[config.mk]
export PLATFORM = sky130hd
export DESIGN_NAME = drop_scheduler
export DESIGN_NICKNAME = d
export VERILOG_FILES = /design/src/rtl/drop_scheduler.sv
export SDC_FILE = /design/constraint.sdc
export NUM_CORES = 1
export LEC_CHECK = 0
export ABC_AREA = 1
export ABC_CLOCK_PERIOD_IN_PS = 4600
export CAP_MARGIN = 20
export CORE_MARGIN = 2
export CORE_UTILIZATION = 56
export DETAILED_ROUTE_END_ITERATION = 10
export PLACE_DENSITY = 0.76
export SETUP_SLACK_MARGIN = 0.02
export SYNTH_ARGS = -nofsm -noshare
export SYNTH_HDL_FRONTEND = slang
export SYNTH_SLANG_ARGS = --single-unit
[constraint.sdc]
create_clock -name clk_50M -period 4.6 [get_ports clk_50M]
set_clock_uncertainty 0.05 [all_clocks]
set_input_delay 1.15 -clock clk_50M [delete_from_list [all_inputs] [get_ports clk_50M]]
set_output_delay 1.15 -clock clk_50M [all_outputs]
set_load 0.01 [all_outputs]
[src/rtl/drop_scheduler.sv]
// Gravity/lock sequencer: paces drop requests by level (or soft drop), runs the
// lock-delay window after landing, pulses lock_req, then waits for the next spawn.
module drop_scheduler #(
  parameter int CNT_W       = 31,
  parameter int BASE_PERIOD = 45_000_000,
  parameter int LEVEL_STEP  = 3_000_000,
  parameter int MIN_PERIOD  = 5_000_000,
  parameter int SOFT_PERIOD = 2_500_000,
  parameter int LOCK_DELAY  = 25_000_000
) (
  input  logic             clk_50M,
  input  logic             rst,
  input  logic             run,
  input  logic             pause,
  input  logic [4:0]       level,
  input  logic             soft_drop,
  input  logic             landed,
  input  logic             drop_ack,
  input  logic             new_piece,
  output logic             drop_req,
  output logic             lock_req,
  output logic [2:0]       state,
  output logic [CNT_W-1:0] drop_period
);
  localparam logic [2:0] ST_IDLE   = 3'd0;
  localparam logic [2:0] ST_FALL   = 3'd1;
  localparam logic [2:0] ST_LOCK   = 3'd2;
  localparam logic [2:0] ST_SPAWN  = 3'd3;
  localparam logic [2:0] ST_PAUSED = 3'd4;
  localparam int PW = CNT_W + 6;

  logic [2:0]       state_q, state_d, ret_q, ret_d;
  logic [CNT_W-1:0] cnt_q, cnt_d, lock_cnt_q, lock_cnt_d, period_q, period_d;
  logic             drop_req_q, drop_req_d, lock_req_q, lock_req_d;

  // Signed headroom lets a large level drive the raw period negative and clamp.
  logic [PW-1:0]        lvl_cost;
  logic signed [PW-1:0] per_raw;
  always_comb begin
    lvl_cost = PW'(level) * PW'(LEVEL_STEP);
    per_raw  = signed'(PW'(BASE_PERIOD)) - signed'(lvl_cost);
    if (soft_drop)
      period_d = CNT_W'(SOFT_PERIOD);
    else if (per_raw < signed'(PW'(MIN_PERIOD)))
      period_d = CNT_W'(MIN_PERIOD);
    else
      period_d = per_raw[CNT_W-1:0];
  end

  always_comb begin
    state_d    = state_q;
    ret_d      = ret_q;
    cnt_d      = cnt_q;
    lock_cnt_d = lock_cnt_q;
    drop_req_d = drop_req_q;
    lock_req_d = 1'b0;
    if (!run) begin
      state_d    = ST_IDLE;
      cnt_d      = '0;
      lock_cnt_d = '0;
      drop_req_d = 1'b0;
    end else begin
      case (state_q)
        ST_IDLE: begin
          state_d = ST_FALL;
          cnt_d   = '0;
        end
        ST_FALL: begin
          // An outstanding request defers landed/pause until it is consumed.
          if (drop_req_q) begin
            if (drop_ack) drop_req_d = 1'b0;
          end else if (landed) begin
            state_d    = ST_LOCK;
            lock_cnt_d = '0;
          end else if (pause) begin
            state_d = ST_PAUSED;
            ret_d   = ST_FALL;
          end else if (cnt_q >= period_q - CNT_W'(1)) begin
            drop_req_d = 1'b1;
            cnt_d      = '0;
          end else begin
            cnt_d = cnt_q + CNT_W'(1);
          end
        end
        ST_LOCK: begin
          if (!landed) begin
            state_d = ST_FALL;
            cnt_d   = '0;
          end else if (pause) begin
            state_d = ST_PAUSED;
            ret_d   = ST_LOCK;
          end else if (lock_cnt_q == CNT_W'(LOCK_DELAY - 1)) begin
            lock_req_d = 1'b1;
            state_d    = ST_SPAWN;
          end else begin
            lock_cnt_d = lock_cnt_q + CNT_W'(1);
          end
        end
        ST_SPAWN: begin
          if (new_piece) begin
            state_d = ST_FALL;
            cnt_d   = '0;
          end
        end
        ST_PAUSED: begin
          if (!pause) state_d = ret_q;
        end
        default: state_d = ST_IDLE;
      endcase
    end
  end

  always_ff @(posedge clk_50M or posedge rst) begin
    if (rst) begin
      state_q    <= ST_IDLE;
      ret_q      <= ST_FALL;
      cnt_q      <= '0;
      lock_cnt_q <= '0;
      drop_req_q <= 1'b0;
      lock_req_q <= 1'b0;
      period_q   <= CNT_W'(BASE_PERIOD);
    end else begin
      state_q    <= state_d;
      ret_q      <= ret_d;
      cnt_q      <= cnt_d;
      lock_cnt_q <= lock_cnt_d;
      drop_req_q <= drop_req_d;
      lock_req_q <= lock_req_d;
      period_q   <= period_d;
    end
  end

  assign drop_req    = drop_req_q;
  assign lock_req    = lock_req_q;
  assign state       = state_q;
  assign drop_period = period_q;
endmodule

; Word-level counts from Yosys, hierarchy flattened
; Cells that the tools add are included.
[classes]
add_sub_neg = 4
multipliers = 1
order_cmp = 2
eq_ne = 25
muxes = 45
reduce_logical = 6
[ops]
columns = cell, n
row1 = $mux W31, 15
row2 = $pmux W31 S4, 1
row3 = $add A31 B1 Y31 const B, 2
row4 = $pmux W31 S2, 1
row5 = $mux W3, 14
row6 = $eq A31 B25 Y1 const B, 1
row7 = $ge A31 B31 Y1, 1
row8 = $sub A31 B1 Y31 const B, 1
row9 = $ne A3 B3 Y1 const B, 10
row10 = $lt A28 B24 Y1 const B, 1
row11 = $sub A26 B27 Y28 const A, 1
row12 = $mul A5 B16 Y21 const B, 1
row13 = $pmux W3 S5, 1
row14 = $mux W1, 12
row15 = $reduce_and A6 Y1, 2
row16 = $ne A2 B2 Y1 const B, 5
row17 = $reduce_and A7 Y1, 1
row18 = $eq A3 B2 Y1 const B, 2
row19 = $pmux W3 S2, 1
row20 = $ne A5 B1 Y1 const B, 1
row21 = $ne A5 B5 Y1 const B, 1
row22 = $reduce_and A5 Y1, 1
row23 = $ne A4 B4 Y1 const B, 1
row24 = $eq A3 B1 Y1 const B, 1
row25 = 5 further kinds, 5
[word_totals]
register_bits = 101
inputBits = 13
output_inout_bits = 36

; Longest topological paths before layout
[logic_depth]
ltp_word = 8
ltp_mapped = 33

; Worst setup path after synthesis
; No wires, ideal clock.
[synth_path]
path_kind = input to register
start = input level[2]
end = register period_q[23], in the netlist drop_period[23]
arrival_time_ns = 5.046
slack_ns = -0.569
cell_stages = 28
path_cell_list = fa_1 > fa_1 > inv_1 > fa_1 > inv_1 > ha_1 > nand2_1 > inv_1 > a21oi_1 > nor2_1 > nor2_1 > nand2_1 > nand2_1 > nand2_2 > nand2_2 > inv_2 > nand2_1 > nor2_1 > nor2_1 > nand2_1 > nand2_1 > nand2_1 > nand2_1 > nor2_2 > ha_1 > nor2_1 > inv_1 > a21oi_1
[synth_via]
elab_chain_cells = 5
[synth_lines]
columns = element, line
row1 = from (decl), 15  ; input logic [4:0] level,
row2 = $mul A5 B16 Y21 *, 40  ; lvl_cost = PW'(level) * PW'(LEVEL_STEP);
row3 = $sub A26 B27 Y28 *, 41  ; per_raw = signed'(PW'(BASE_PERIOD)) - signed'(lvl_cost);
row4 = $lt A28 B24 Y1, 44  ; else if (per_raw < signed'(PW'(MIN_PERIOD)))
row5 = $mux W31 *, 44
row6 = $mux W31 *, 42  ; if (soft_drop)
row7 = net period_d[23], 33  ; logic [CNT_W-1:0] cnt_q, cnt_d, lock_cnt_q, lock_cnt_d, period_q, period_d;
row8 = to (signal assigned), 121  ; period_q <= CNT_W'(BASE_PERIOD);
row9 = to (signal assigned), 129  ; period_q <= period_d;
row10 = to (decl), 33
; The timed path passes the listed nets; every way through them passes the cells marked *.
; A chain may end at the register's enable or synchronous reset.

; Worst setup path in the final report
[layout_path]
start = input level[3]
end = register period_q[20], in the netlist drop_period[20]
; Same word-level chain as after synthesis.

==> metrics <==
vias in the first global route=7971; WP depth=28; pin count of the biggest net entering global routing=54; Core ar.=15000 um^2; sequential share of the synthesized area=0.272; Synth-to-Final Area Change=26.2%; f_max=201 MHz; Post-DRT Antenna Nets=0; Layout Nets=1485; H-tree depth=3; Power, Total=5.09 mW; via count=8506; Die H=127 um; row count=45; GPL Wtd Cong=0.866; DIE WIDTH=127 um; largest stage delay on the critical path=0.50 ns; Fin Setup TNS=-6.67 ns; first-pass GRT wire length=35700 um; Root Driver=clkbuf_16; Synth Instances=1226; crit path capture=drop_period[20]; final hold violation count=0; Final Util=0.715; synth unique cells=55; TritonCTS clock tree=yes; area of the multi-input gates=5820 um^2; total CTS buffers=9; RR Startpoint=drop_period[9]; initial antenna violation count=0; worst-case clock buffer depth=2; critical path type=in -> reg; total wire length=21600 um; Tightest Hold Check Type=reg -> reg; CP endpoint kind=flop; most frequent cell after synthesis=nand2_1; Initial Utilization=0.567; number of remaining DRC errors=0; clock latency on the worst-skew pair=0.35 ns; pwr dens=474 nW/um^2; Worst Setup SP=level[3]; Post-synth EDFFs=0; shortest period the worst path allows=4.97 ns; reg-to-reg setup timing slack=0.53 ns; # diodes=0; All-Layer GR Usage=0.267; Synth warnings=0; # fillers=1195; gr ovfl total=0; Synth Flop Type=dfrtp_1; pre-CTS worst setup slack=-1.08 ns; Peak VDD IR=0.285 mV; FF+latch count, synth=92; top-area cell type share of the netlist area=0.235; reg2reg end=cnt_q[19]; worst setup margin=-0.373 ns; Area after DPL=9900 um^2; cell taking the most area after synthesis=dfrtp_1; number of cells on the worst reg-to-reg path=17; layout cells sized above 1=0.232; Post-Syn Area=8520 um^2; Worst EP required=4.82 ns; post-route clock period utilization=1.08; design area=10800 um^2; Top delay family on crit path=adder cells; router iterations before antenna repair=8; CTS Sinks=92; DPL Wire Length=16500 um; cts hold-fix bufs=0; Startpoint Class=input port; cell mode on critical path=nand2_1; status=complete, but fails checks; Lkg Pwr=5.12 nW; routed len/inst=13.6 um; Max Cap Viol=0; failing checks=setup timing; Hold Startpoint=lock_cnt_q[30]; vias per cell=5.38; DIE AREA=16200 um^2; CP Data Arrival Time=5.20 ns; Ports=49; CP max FO=7; fin. max-slew vios=0; setup violators final=21; Avg Inst Size Synth=6.95 um^2; PortBufs=43; RSZ-0062 raised after global routing=true; Crit-path slowest cell=fa_1; Async SR Flop Fraction=1.00; Worst-Margin Slew=0.934 ns; Area contributors post-synth=dfrtp_1, nand2_1, ha_1; Relative slew margins=0.377; worst path bufs/invs=6; flip-flop and latch area=2320 um^2; DRT iter0 DRCs=556; synth cell count leaders=nand2_1, inv_1, nor2_1; Clk pin slew, worst setup/hold paths=0.07 ns
## cell usage in the layout (no fill, tap or decap), drive strengths merged
cell type / Yosys / final
a211oi: 3 / 3
a21oi: 49 / 49
a22oi: 3 / 3
a311oi: 1 / 1
a31oi: 3 / 3
a32o: 1 / 1
and2: 2 / 2
and3: 1 / 1
buf: 15 / 126
bufinv: 0 / 2
clkbuf: 3 / 12
clkdlybuf4s50: 0 / 39
clkinv: 1 / 4
clkinvlp: 0 / 2
conb: 1 / 5
dfrtp: 80 / 80
dfstp: 12 / 12
fa: 10 / 10
ha: 73 / 73
inv: 176 / 174
nand2: 354 / 354
nand3: 87 / 87
nand3b: 3 / 3
nand4: 27 / 27
nor2: 136 / 136
nor3: 41 / 41
nor3b: 1 / 1
nor4: 15 / 15
o2111ai: 2 / 2
o211ai: 1 / 1
o21a: 1 / 1
o21ai: 57 / 57
o21bai: 2 / 2
o22ai: 10 / 10
o31ai: 2 / 2
o32ai: 1 / 1
o41ai: 2 / 2
or2: 1 / 1
xnor2: 9 / 9
xor2: 40 / 40
## tightest hold or removal path: cells and delay by family (launching register included)
| family | cells | cell delay (ns) |
|---|---|---|
| flip-flops | 1 | 0.35 |
| AND/OR/NAND/NOR | 1 | 0.06 |
| AO/OA/AOI/OAI | 1 | 0.05 |
## worst min-delay path by stage
stage / to / cells past startpoint
final: lock_cnt_q[30] / 2
after global routing: ret_q[0] / 2
after CTS: lock_cnt_q[30] / 2
after detailed placement: lock_cnt_q[30] / 2
after global placement: lock_cnt_q[30] / 2
after floorplan: lock_cnt_q[30] / 2
## layout make-up
type,instances,share of cell area
clock buffers,11,0.0226
clock inverters,5,0.00791
inverters,177,0.0630
multi-input cells,943,0.541
flip-flops and latches,92,0.216
well taps,188,0.0219
repair buffers,166,0.128
## power breakdown
part / leakage, nW / switching [mW] / total, mW / internal (mW)
clock network: 0.156 / 0.321 / 0.815 / 0.494
registers: 1.22 / 0.151 / 1.10 / 0.951
logic: 3.74 / 1.72 / 3.17 / 1.46
## sequential cells by signal (all words and copies together), names as in the netlist
register	count
ret_q	2
drop_period	23
drop_req	1
lock_cnt_q	31
lock_req	1
cnt_q	31
state	3
## layer usage
metal	up-vias	global-route usage	wire length (um)	part of all wire
met5	-	0	0	0
met4	0	0.0905	515	0.024
met3	44	0.0352	959	0.044
met2	248	0.472	11000	0.51
li1	4325	-	-	-
met1	3889	0.338	9130	0.42
## cell families after synthesis
family	after synthesis	synth area share
AND/OR/NAND/NOR	668	0.357
buffers and inverters	195	0.0937
AO/OA/AOI/OAI	138	0.0961
flip-flops	92	0.272
adder cells (fa/ha/maj)	83	0.131
XOR/XNOR	49	0.0504
other	1	0.000440
## stage by stage
step	instances	hold slack, ns
after floorplan	1230	0.396
after global placement	1542	0.416
after detailed placement	1542	0.424
after CTS	1578	0.440
after global routing	1582	0.468
final	1582	0.442
## repair_timing
| action | in CTS | in global routing |
|---|---|---|
| setup buffers | 20 | 3 |
| gates resized for setup | 41 | 75 |
| pin swaps | 32 | 54 |
| endpoints found under the setup margin | 22 | 51 |
No activity file was read; power rests on OpenSTA's default activity.
